### src/rtl/rob_complete_tracker.sv
// ROB completion tracker: keeps per-entry finished/exception state, grants
// allocations against free space, and reports how many entries at the head
// are ready to retire.
//
// Allocation handshake: alloc_req_num acts as the request (0 means no request)
// and alloc_ack is a combinational grant in the same cycle. Rename may only
// consider the ids starting at alloc_rob_id_base as allocated in a cycle where
// alloc_ack is high. The grant is taken at the next clock edge unless flush is
// asserted in that cycle.
module rob_complete_tracker #(
  parameter int ROB_SIZE     = 32,
  parameter int ROB_ID_WIDTH = 5,
  parameter int WB_WIDTH     = 6,
  parameter int COMMIT_WIDTH = 4,
  parameter int CNT_WIDTH    = 3
) (
  input  logic                             clk,
  input  logic                             rst,
  input  logic [WB_WIDTH-1:0]              wb_enable,
  input  logic [WB_WIDTH-1:0]              wb_valid,
  input  logic [WB_WIDTH*ROB_ID_WIDTH-1:0] wb_rob_id,
  input  logic [WB_WIDTH-1:0]              wb_has_exception,
  input  logic [CNT_WIDTH-1:0]             alloc_req_num,
  output logic                             alloc_ack,
  output logic [ROB_ID_WIDTH-1:0]          alloc_rob_id_base,
  input  logic [CNT_WIDTH-1:0]             retire_num,
  input  logic                             flush,
  output logic [CNT_WIDTH-1:0]             ready_count,
  output logic                             head_exception,
  output logic                             rob_full,
  output logic                             rob_empty,
  output logic                             err_sticky
);

  localparam int PW = ROB_ID_WIDTH + 1;

  // Pointers carry one extra wrap bit so full and empty are distinguishable.
  logic [PW-1:0]           head, tail, head_n, tail_n;
  logic [PW-1:0]           occupancy, free_cnt;
  logic [ROB_SIZE-1:0]     finish, exc, finish_n, exc_n;
  logic                    err_n;
  logic [ROB_ID_WIDTH-1:0] head_idx, tail_idx;
  logic [ROB_ID_WIDTH-1:0] scan_idx, nx_idx, wb_id, wb_off;
  logic                    scan_stop;
  logic [CNT_WIDTH-1:0]    ret_eff;

  assign head_idx          = head[ROB_ID_WIDTH-1:0];
  assign tail_idx          = tail[ROB_ID_WIDTH-1:0];
  assign occupancy         = tail - head;
  assign free_cnt          = PW'(ROB_SIZE) - occupancy;
  assign rob_full          = (occupancy == PW'(ROB_SIZE));
  assign rob_empty         = (head == tail);
  assign alloc_ack         = (free_cnt >= PW'(alloc_req_num));
  assign alloc_rob_id_base = tail_idx;
  assign head_exception    = ~rob_empty & finish[head_idx] & exc[head_idx];

  // Count finished entries from head; an excepting entry is counted and ends the run.
  always_comb begin
    ready_count = '0;
    scan_stop   = 1'b0;
    scan_idx    = '0;
    for (int i = 0; i < COMMIT_WIDTH; i++) begin
      scan_idx = head_idx + ROB_ID_WIDTH'(i);
      if (!scan_stop && (PW'(i) < occupancy) && finish[scan_idx]) begin
        ready_count = ready_count + CNT_WIDTH'(1);
        if (exc[scan_idx]) scan_stop = 1'b1;
      end else begin
        scan_stop = 1'b1;
      end
    end
  end

  // Next-state: allocation clears new entries, writeback marks completion,
  // retirement frees head entries; flush discards all of it.
  always_comb begin
    head_n   = head;
    tail_n   = tail;
    finish_n = finish;
    exc_n    = exc;
    err_n    = err_sticky;
    nx_idx   = '0;
    wb_id    = '0;
    wb_off   = '0;
    ret_eff  = retire_num;

    // New entries lie outside the old window, so clearing them never collides
    // with a writeback or a retirement in the same cycle.
    if (alloc_ack && (alloc_req_num != '0)) begin
      tail_n = tail + PW'(alloc_req_num);
      for (int i = 0; i < (1 << CNT_WIDTH); i++) begin
        if (i < int'(alloc_req_num)) begin
          nx_idx           = tail_idx + ROB_ID_WIDTH'(i);
          finish_n[nx_idx] = 1'b0;
          exc_n[nx_idx]    = 1'b0;
        end
      end
    end

    // Ascending channel order lets the highest channel win on duplicate ids.
    for (int i = 0; i < WB_WIDTH; i++) begin
      if (wb_enable[i] && wb_valid[i]) begin
        wb_id  = wb_rob_id[i*ROB_ID_WIDTH +: ROB_ID_WIDTH];
        wb_off = wb_id - head_idx;
        if ({1'b0, wb_off} < occupancy) begin
          finish_n[wb_id] = 1'b1;
          exc_n[wb_id]    = wb_has_exception[i];
        end else begin
          err_n = 1'b1;
        end
        for (int j = 0; j < i; j++) begin
          if (wb_enable[j] && wb_valid[j] &&
              (wb_rob_id[j*ROB_ID_WIDTH +: ROB_ID_WIDTH] == wb_id))
            err_n = 1'b1;
        end
      end
    end

    // Over-asking commit is clamped to what is actually ready.
    if (retire_num > ready_count) begin
      ret_eff = ready_count;
      err_n   = 1'b1;
    end
    head_n = head + PW'(ret_eff);
    for (int i = 0; i < COMMIT_WIDTH; i++) begin
      if (i < int'(ret_eff)) begin
        nx_idx           = head_idx + ROB_ID_WIDTH'(i);
        finish_n[nx_idx] = 1'b0;
        exc_n[nx_idx]    = 1'b0;
      end
    end

    // The error latch survives a flush; only reset clears it.
    if (flush) begin
      head_n   = '0;
      tail_n   = '0;
      finish_n = '0;
      exc_n    = '0;
      err_n    = err_sticky;
    end
  end

  // State register with asynchronous active-low reset.
  always_ff @(posedge clk or negedge rst) begin
    if (!rst) begin
      head       <= '0;
      tail       <= '0;
      finish     <= '0;
      exc        <= '0;
      err_sticky <= 1'b0;
    end else begin
      head       <= head_n;
      tail       <= tail_n;
      finish     <= finish_n;
      exc        <= exc_n;
      err_sticky <= err_n;
    end
  end

endmodule

### config.mk
export PLATFORM = sky130hd
export DESIGN_NAME = rob_complete_tracker
export DESIGN_NICKNAME = d
export VERILOG_FILES = /design/src/rtl/rob_complete_tracker.sv
export SDC_FILE = /design/constraint.sdc
export NUM_CORES = 1
export LEC_CHECK = 0
export ABC_AREA = 0
export ABC_CLOCK_PERIOD_IN_PS = 10150
export CORE_ASPECT_RATIO = 2
export CORE_UTILIZATION = 55
export CTS_CLUSTER_DIAMETER = 150
export DETAILED_ROUTE_END_ITERATION = 7
export PLACE_DENSITY = 0.8
export SYNTH_ARGS = -nofsm -noshare
export SYNTH_HDL_FRONTEND = slang
export SYNTH_SLANG_ARGS = --single-unit
### constraint.sdc
create_clock -name clk -period 10.15 [get_ports clk]
set_input_delay 2.03 -clock clk [delete_from_list [all_inputs] [get_ports clk]]
set_output_delay 2.03 -clock clk [all_outputs]
set_load 0.1 [all_outputs]
==> results.sh, run 1 <==
export IMPL_synth_edf_count=0
export IMPL_track_usage_pct=79.4
export IMPL_cts_buffers=9
export IMPL_rows=89
export IMPL_yosysSeqAreaShare_pct=11.5
export IMPL_synthArstFlopShare_pct=100
export IMPL_synth_top_area_share_pct=11.5
export IMPL_syn_inst=2366
export IMPL_synth_top_cell_by_area="dfrtp_1"
export IMPL_start_util_pct=56.2
export IMPL_dp_final_hpwl_um=78900
export IMPL_holdBufCountCts=0
export IMPL_stop_error="[ERROR GRT-0116] Global routing finished with congestion. Check the congestion regions in the DRC Viewer."
export IMPL_synth_area_um2=16700
export IMPL_synth_ff_type="dfrtp_1"
export IMPL_cts_sinks=77
export IMPL_status="stopped before the end"
export IMPL_synth_ff_latch_count=77
export IMPL_grt_pass1_vias=25200
export IMPL_ys_top_cells_by_area="dfrtp_1 12%, nand2_1 6.3%, ha_1 6.1%, nor2_1 5.0%, xnor2_1 4.1%"
export IMPL_ys_warnings_count=0
export IMPL_grt_pass1_wl_um=191000
export IMPL_grt_overflow=1132
export IMPL_syn_avg_cell_area_um2=7.06
export IMPL_cts_root_buf="clkbuf_16"
export IMPL_io_pins=70
export IMPL_clock_path_buffers=2
export IMPL_synth_nets=2514
export IMPL_grt_start_max_net_pins=57
export IMPL_postCtsResizedCells=0
export IMPL_cts_setup_buffers=0
export IMPL_htreeDepth=3
export IMPL_die_h_um=248
export IMPL_port_buffers=69
export IMPL_place_congestion=1.27
export IMPL_lastStage="5_1_grt"
export IMPL_synth_cell_types=98
export IMPL_die_x_um=125
-- through the flow --
| step | instances | cell area [um2] | setup WS [ns] |
|---|---|---|---|
| 2_1_floorplan | 2366 | 16700 | 1.79 |
| 3_3_place_gp | 2705 | 17700 | 2.03 |
| 3_5_place_dp | 2705 | 17700 | 1.76 |
| 4_1_cts | 2721 | 18000 | 1.57 |
-- Yosys cell counts (11+ instances only) --
library cell / n
dfrtp_1: 77
nand4_1: 28
a311oi_1: 16
nor3_1: 111
nor2_1: 223
a2111oi_0: 12
nand3_1: 81
o32ai_1: 15
xor2_1: 60
and3_1: 21
nor4_1: 23
a211oi_1: 38
a221oi_1: 35
a21oi_1: 132
buf_2: 19
nand3b_1: 17
or3_1: 21
inv_1: 55
o21ai_1: 11
o31ai_1: 12
a21o_1: 43
a22oi_1: 29
nor3b_1: 16
nor2b_1: 18
nand2_1: 279
o211ai_1: 40
nand2b_1: 26
buf_1: 21
o221ai_1: 34
or2_2: 20
o2111ai_1: 17
xnor2_1: 78
o21ai_0: 109
a22o_1: 14
a31oi_1: 40
o22ai_1: 81
mux2i_1: 50
and2_1: 33
ha_1: 82
clkbuf_1: 123
mux4_2: 29
-- per-layer routing --
| metal | overflow | track usage (%) |
|---|---|---|
| met1 | 6 | 75.4 |
| met2 | 796 | 104 |
| met3 | 6 | 56.6 |
| met4 | 324 | 86.7 |
| met5 | 0 | 18.0 |
-- cells by family after synthesis --
family	after synthesis	share of synthesized area, %
AO/OA/AOI/OAI	781	32.8
XOR/XNOR	138	7.24
adder cells (fa/ha/maj)	91	7.22
buffers and inverters	237	6.00
flip-flops	77	11.5
multiplexers	89	7.58
AND/OR/NAND/NOR	953	27.6
==> run 2, diff against run 1 <==
--- a/config.mk
+++ b/config.mk
@@ -7,11 +7,9 @@
 export LEC_CHECK = 0
 export ABC_AREA = 0
 export ABC_CLOCK_PERIOD_IN_PS = 10150
-export CORE_ASPECT_RATIO = 2
-export CORE_UTILIZATION = 55
-export CTS_CLUSTER_DIAMETER = 150
+export CORE_UTILIZATION = 40
 export DETAILED_ROUTE_END_ITERATION = 7
-export PLACE_DENSITY = 0.8
+export PLACE_DENSITY_LB_ADDON = 0.15
 export SYNTH_ARGS = -nofsm -noshare
 export SYNTH_HDL_FRONTEND = slang
 export SYNTH_SLANG_ARGS = --single-unit
==> run 2 against run 1 <==
  * The flow now finishes, with violations (design-rule violations)
  * Area after synthesis is the same
  * Synthesized cell count is the same
==> results.sh, run 2 <==
export IMPL_via_per_inst=7.44
export IMPL_cts_setup_buffers=0
export IMPL_wl_per_cell_um=34.8
export IMPL_wirelength_um=101000
export IMPL_holdBufCountCts=0
export IMPL_cts_root_buf="clkbuf_16"
export IMPL_max_slew_margin_rel_pct=9.25
export IMPL_cp_startpoint="head[1]$_DFF_PN0_"
export IMPL_grt_pass1_wl_um=143000
export IMPL_drive_gt1_share_pct=8.47
export IMPL_top_regs="exc: 32 flops, finish: 32 flops"
export IMPL_crit_path_end_kind="register"
export IMPL_clock_path_buffers=2
export IMPL_hold_violations=0
export IMPL_cts_tree="built"
export IMPL_cts_sinks=77
export IMPL_finalCritPeriodShare_pct=83.6
export IMPL_stdcell_area_um2=18300
export IMPL_synth_top_cell_by_area="dfrtp_1"
export IMPL_fin_setup_tns_ns=0
export IMPL_worstPathMaxFanout=27
export IMPL_fin_skew_ns=0.0113
export IMPL_required_ns=10.38
export IMPL_placed_area_um2=18000
export IMPL_syn_inst=2366
export IMPL_ys_warnings_count=0
export IMPL_rr_startpoint="head[1]$_DFF_PN0_"
export IMPL_synthArstFlopShare_pct=100
export IMPL_cp_num_buf_inv=5
export IMPL_period_minus_slack_ns=8.49
export IMPL_power_total_mw=5.00
export IMPL_fmax_mhz=118
export IMPL_postCtsResizedCells=0
export IMPL_critPathLaunchType="register"
export IMPL_p_per_area_nw_per_um2=273
export IMPL_htreeDepth=3
export IMPL_grt_overflow=0
export IMPL_synth_ff_latch_count=77
export IMPL_p_sw_share_pct=64.2
export IMPL_grt_start_max_net_pins=54
export IMPL_cp_top_family="compound AO/OA/AOI/OAI gates"
export IMPL_arrival_ns=8.71
export IMPL_p_switching_mw=3.21
export IMPL_worst_path_most_repeated_cell="ha_1"
export IMPL_drt_iter0_drc=3403
export IMPL_port_buffers=69
export IMPL_worstRegToRegCells=33
export IMPL_violations="design-rule violations"
export IMPL_clk_pin_slew_worst_paths_ns=0.07
export IMPL_antenna_left=0
export IMPL_path_class="reg -> reg"
export IMPL_yosysMostFrequentCell="nand2_1"
export IMPL_r2r_slack_ns=1.66
export IMPL_io_pins=70
export IMPL_peakVddDrop_mv=0.191
export IMPL_cts_buffers=9
export IMPL_die_h_um=206
export IMPL_synth_top_area_share_pct=11.5
export IMPL_pwr_share_seq_pct=8.4
export IMPL_synth_ff_type="dfrtp_1"
export IMPL_drc=13
export IMPL_syn_avg_cell_area_um2=7.06
export IMPL_coreArea_um2=41000
export IMPL_synth_cell_types=98
export IMPL_antenna_found_initial=2
export IMPL_combPwrFrac_pct=84.7
export IMPL_track_usage_pct=46.8
export IMPL_worst_path_stages=33
export IMPL_rsz0062_at_grt="no"
export IMPL_detail_route_first_pass_iterations=8
export IMPL_hold_path_class="reg -> reg"
export IMPL_grt_pass1_vias=20100
export IMPL_dp_final_hpwl_um=76100
export IMPL_worst_skew_pair_late_latency_ns=0.37
export IMPL_whs_path_depth=1
export IMPL_finalSetupViolCount=0
export IMPL_slowest_stage="inv_1"
export IMPL_synth_edf_count=0
export IMPL_rr_endpoint="head[4]$_DFF_PN0_"
export IMPL_drv_slew=0
export IMPL_place_congestion=1.12
export IMPL_drv_cap=0
export IMPL_worst_pin_slew_ns=1.36
export IMPL_die_area_um2=42600
export IMPL_ys_top_cells_by_area="dfrtp_1 12%, nand2_1 6.3%, ha_1 6.1%, nor2_1 5.0%, xnor2_1 4.1%"
export IMPL_synth_area_um2=16700
export IMPL_die_x_um=206
export IMPL_vias=21500
export IMPL_syn_to_final_growth_pct=9.79
export IMPL_status="finished, violations left"
export IMPL_clkPwrFrac_pct=6.8
export IMPL_crit_end="head[4]$_DFF_PN0_"
export IMPL_synthTopCellsByCount="279 x nand2_1, 223 x nor2_1, 132 x a21oi_1"
export IMPL_internal_power_mw=1.79
export IMPL_nNetsFinal=2504
export IMPL_cpPeakStageDelay_ns=0.61
export IMPL_rows=74
export IMPL_layout_commonest_cell="nand2_1"
export IMPL_yosysSeqAreaShare_pct=11.5
export IMPL_start_util_pct=40.7
export IMPL_final_cell_mix="279 x nand2_1, 222 x nor2_1, 132 x a21oi_1, 111 x nor3_1, 109 x o21ai_0"
export IMPL_p_leak_nw=6.39
export IMPL_synth_nets=2514
-- run 2: cell counts after synthesis --
Identical to the previous run, type by type.
-- run 2: power groups by stage --
stage	clock network, mW	logic [mW]	registers (mW)
floorplan	0	2.59	0.384
global placement	0	3.97	0.422
detailed placement	0	4.00	0.422
CTS	0.346	4.02	0.417
global route	0.357	4.40	0.420
finish	0.342	4.24	0.422
-- run 2: final cells by class --
cell class	count	area [um2]
tap	532	666
timing repair buffer	157	1360
clock buffer	9	225
sequential	77	1930
multi-input combinational	2052	13800
clock inverter	7	81.3
inverter	59	221
fill	4299	22700
antenna	1	2.50
-- run 2: layer usage --
metal	up-vias	wire, um	track usage, %
met4	2	8690	32.9
li1	9013	-	-
met1	10300	36600	56.3
met5	-	10	0
met2	1753	41800	69.5
met3	471	13700	16.2
-- run 2: metrics by stage --
step / utilization, % / setup slack (ns) / hold WS (ns) / cells
6_report: 44.7 / 1.66 / 0.531 / 2894
5_1_grt: 44.7 / 1.25 / 0.561 / 2893
4_1_cts: 44.7 / 1.88 / 0.522 / 2893
3_5_place_dp: 43.9 / 1.91 / 0.497 / 2877
3_3_place_gp: 43.9 / 2.19 / 0.467 / 2877
2_1_floorplan: - / 1.79 / 0.523 / 2366
-- run 2: worst reg2reg max path, delay by kind of cell (launching register included) --
kind	cells	cell delay (ns)
compound gates	12	2.63
fa+ha+maj	6	1.71
buf+inv	5	1.30
mux	1	0.48
flops	1	0.35
xor+xnor	1	0.17
simple gates	8	1.72
-- run 2: worst min path at each step --
stage	start	endpoint	slack, ns
global placement	err_sticky$_DFFE_PN0N_	err_sticky$_DFFE_PN0N_	0.47
detailed placement	err_sticky$_DFFE_PN0N_	err_sticky$_DFFE_PN0N_	0.50
floorplan	tail[5]$_DFFE_PN0P_	tail[5]$_DFFE_PN0P_	0.52
global route	err_sticky$_DFFE_PN0N_	err_sticky$_DFFE_PN0N_	0.56
CTS	err_sticky$_DFFE_PN0N_	err_sticky$_DFFE_PN0N_	0.52
finish	err_sticky$_DFFE_PN0N_	err_sticky$_DFFE_PN0N_	0.53
-- run 2: cell families after synthesis --
| kind of cell | Yosys count | share of synthesized area [%] |
|---|---|---|
| xor gates and xnor gates | 138 | 7.24 |
| and+or+nand+nor | 953 | 27.6 |
| adders and majority gates | 91 | 7.22 |
| buffers and inverters | 237 | 6.00 |
| muxes | 89 | 7.58 |
| AOI/OAI and AO/OA | 781 | 32.8 |
| DFF | 77 | 11.5 |
Note: power is estimated with default switching activity, not from simulation.
==> run 3, diff against run 2 <==
--- a/config.mk
+++ b/config.mk
@@ -6,7 +6,7 @@
 export NUM_CORES = 1
 export LEC_CHECK = 0
 export ABC_AREA = 0
-export ABC_CLOCK_PERIOD_IN_PS = 10150
+export ABC_CLOCK_PERIOD_IN_PS = 7770
 export CORE_UTILIZATION = 40
 export DETAILED_ROUTE_END_ITERATION = 7
 export PLACE_DENSITY_LB_ADDON = 0.15
==> constraint.sdc (replaced) <==
create_clock -name clk -period 7.77 [get_ports clk]
set_input_delay 1.554 -clock clk [delete_from_list [all_inputs] [get_ports clk]]
set_output_delay 1.554 -clock clk [all_outputs]
set_load 0.1 [all_outputs]
==> run 3 against run 2 <==
  * The flow still finishes with violations (design-rule violations)
  * Worst hold slack got worse by 0.040 ns
  * Sequential power increased by 29%
  * Wire length is 2.4% higher
  * Die area stayed put
  * Non-clock buffer count is 30 higher
  * Flip-flop and latch count unchanged
  * Critical path depth down 5
  * Core utilization up 0.67 points
  * Sequential share of layout area is 0.15 points lower
  * Clock skew fell by 0.0036 ns
  * Combinational power increased by 40%
  * Global-route usage grew 0.82 points
==> results.sh, run 3 (synthesis gave the netlist of run 2 again) <==
export IMPL_wl_per_cell_um=35.3
export IMPL_status="finished, violations left"
export IMPL_worstPathMaxFanout=9
export IMPL_cts_sinks=77
export IMPL_slowest_stage="o221ai_1"
export IMPL_drv_cap=0
export IMPL_io_pins=70
export IMPL_fillCellCount=4266
export IMPL_peakVddDrop_mv=0.449
export IMPL_pwr_share_seq_pct=7.9
export IMPL_cpPeakStageDelay_ns=0.49
export IMPL_drt_iter0_drc=3535
export IMPL_top_regs="exc: 32 flops, finish: 32 flops"
export IMPL_track_usage_pct=47.6
export IMPL_die_area_um2=42600
export IMPL_combPwrFrac_pct=86.0
export IMPL_clk_pin_slew_worst_paths_ns=0.06
export IMPL_place_congestion=1.16
export IMPL_worst_skew_pair_late_latency_ns=0.36
export IMPL_dp_final_hpwl_um=78800
export IMPL_violations="design-rule violations"
export IMPL_rows=74
export IMPL_cts_setup_buffers=0
export IMPL_worst_pin_slew_ns=1.36
export IMPL_syn_to_final_growth_pct=11.4
export IMPL_drive_gt1_share_pct=9.92
export IMPL_antenna_found_initial=4
export IMPL_critPathLaunchType="register"
export IMPL_coreArea_um2=41000
export IMPL_n_antenna_cell=0
export IMPL_via_per_inst=7.50
export IMPL_hold_violations=0
export IMPL_period_minus_slack_ns=7.57
export IMPL_worst_path_most_repeated_cell="ha_1"
export IMPL_finalCritPeriodShare_pct=97.4
export IMPL_rsz0062_at_grt="no"
export IMPL_detail_route_first_pass_iterations=8
export IMPL_grt_start_max_net_pins=78
export IMPL_holdWs_ns=0.492
export IMPL_vias=21900
export IMPL_fin_setup_tns_ns=0
export IMPL_p_leak_nw=6.57
export IMPL_clkPwrFrac_pct=6.2
export IMPL_htreeDepth=3
export IMPL_cts_buffers=9
export IMPL_cts_root_buf="clkbuf_16"
export IMPL_nNetsFinal=2534
export IMPL_drc=3
export IMPL_finalSetupViolCount=0
export IMPL_hold_path_class="reg -> reg"
export IMPL_internal_power_mw=2.45
export IMPL_path_class="reg -> reg"
export IMPL_clock_path_buffers=2
export IMPL_fin_skew_ns=0.00769
export IMPL_drv_slew=0
export IMPL_grt_pass1_wl_um=145000
export IMPL_start_util_pct=40.7
export IMPL_die_h_um=206
export IMPL_p_per_area_nw_per_um2=370
export IMPL_die_x_um=206
export IMPL_grt_pass1_vias=20800
export IMPL_required_ns=7.96
export IMPL_p_switching_mw=4.43
export IMPL_max_slew_margin_rel_pct=8.32
export IMPL_port_buffers=69
export IMPL_p_sw_share_pct=64.4
export IMPL_final_cell_mix="279 x nand2_1, 221 x nor2_1, 132 x a21oi_1, 117 x buf_4, 111 x nor3_1"
export IMPL_grt_overflow=0
export IMPL_wirelength_um=103000
export IMPL_layout_commonest_cell="nand2_1"
export IMPL_cts_tree="built"
export IMPL_arrival_ns=7.76
export IMPL_fmax_mhz=132
export IMPL_crit_path_end_kind="register"
export IMPL_antenna_left=0
==> run 3: critical path: cells and delay by family, from the launching register on <==
family	cells	cell delay [ns]
AOI/OAI and AO/OA	11	2.23
and+or+nand+nor	7	1.88
adders and majority gates	4	1.40
muxes	1	0.38
buffers and inverters	4	0.79
DFF	1	0.48
xor gates and xnor gates	1	0.23
==> run 3: metal layers <==
layer | GRT usage, % | part of all wire, % | up-vias | wire length (um)
li1 | - | - | 9050 | -
met3 | 17.4 | 15 | 535 | 15100
met5 | 0 | 0.037 | - | 38
met1 | 57.1 | 35 | 10400 | 36500
met4 | 34.3 | 9.0 | 4 | 9300
met2 | 69.8 | 41 | 1900 | 42300
==> run 3: cell type report <==
type / count / area, um2 / share of cell area (%)
Tap cell: 532 / 666 / 3.58
Timing Repair Buffer: 187 / 1650 / 8.86
Inverter: 59 / 221 / 1.19
Multi-Input combinational cell: 2052 / 13800 / 74.4
Clock inverter: 4 / 48.8 / 0.262
Sequential cell: 77 / 1930 / 10.4
Clock buffer: 11 / 243 / 1.30
==> run 3: worst paths after layout <==
path	startpoint	to	slack, ns	cells past startpoint
min in group asynchronous	rst	exc[25]$_DFF_PN0_	1.35	1
worst max register to register	head[4]$_DFF_PN0_	exc[30]$_DFF_PN0_	0.20	28
worst min-delay path	err_sticky$_DFFE_PN0N_	err_sticky$_DFFE_PN0N_	0.49	1
worst max-delay path	head[4]$_DFF_PN0_	exc[30]$_DFF_PN0_	0.20	28
worst min register to register	err_sticky$_DFFE_PN0N_	err_sticky$_DFFE_PN0N_	0.49	1
max in group asynchronous	rst	head[0]$_DFF_PN0_	5.53	1
==> run 3: repair_timing <==
item | in CTS | in global routing
resized for setup | 0 | 4
endpoints found under the setup margin | 0 | 48
hold buffers | 0 | 0
==> run 3: through the flow <==
stage	std cells	instance area (um2)	power, mW	util (%)	setup WS (ns)
after floorplan	2366	16700	3.88	-	0.0424
after global placement	2907	18300	6.03	44.6	0.318
after detailed placement	2907	18300	6.08	44.6	0.188
final	2922	18600	6.89	45.4	0.199
after CTS	2922	18600	6.54	45.3	0.113
after global routing	2922	18600	7.08	45.4	0.00468
==> run 3: power by group through the flow <==
stage / Clock [mW] / Combinational, mW / Sequential, mW
6_report: 0.424 / 5.92 / 0.543
5_1_grt: 0.441 / 6.09 / 0.541
4_1_cts: 0.427 / 5.58 / 0.534
3_5_place_dp: 0 / 5.54 / 0.540
3_3_place_gp: 0 / 5.49 / 0.540
2_1_floorplan: 0 / 3.38 / 0.502
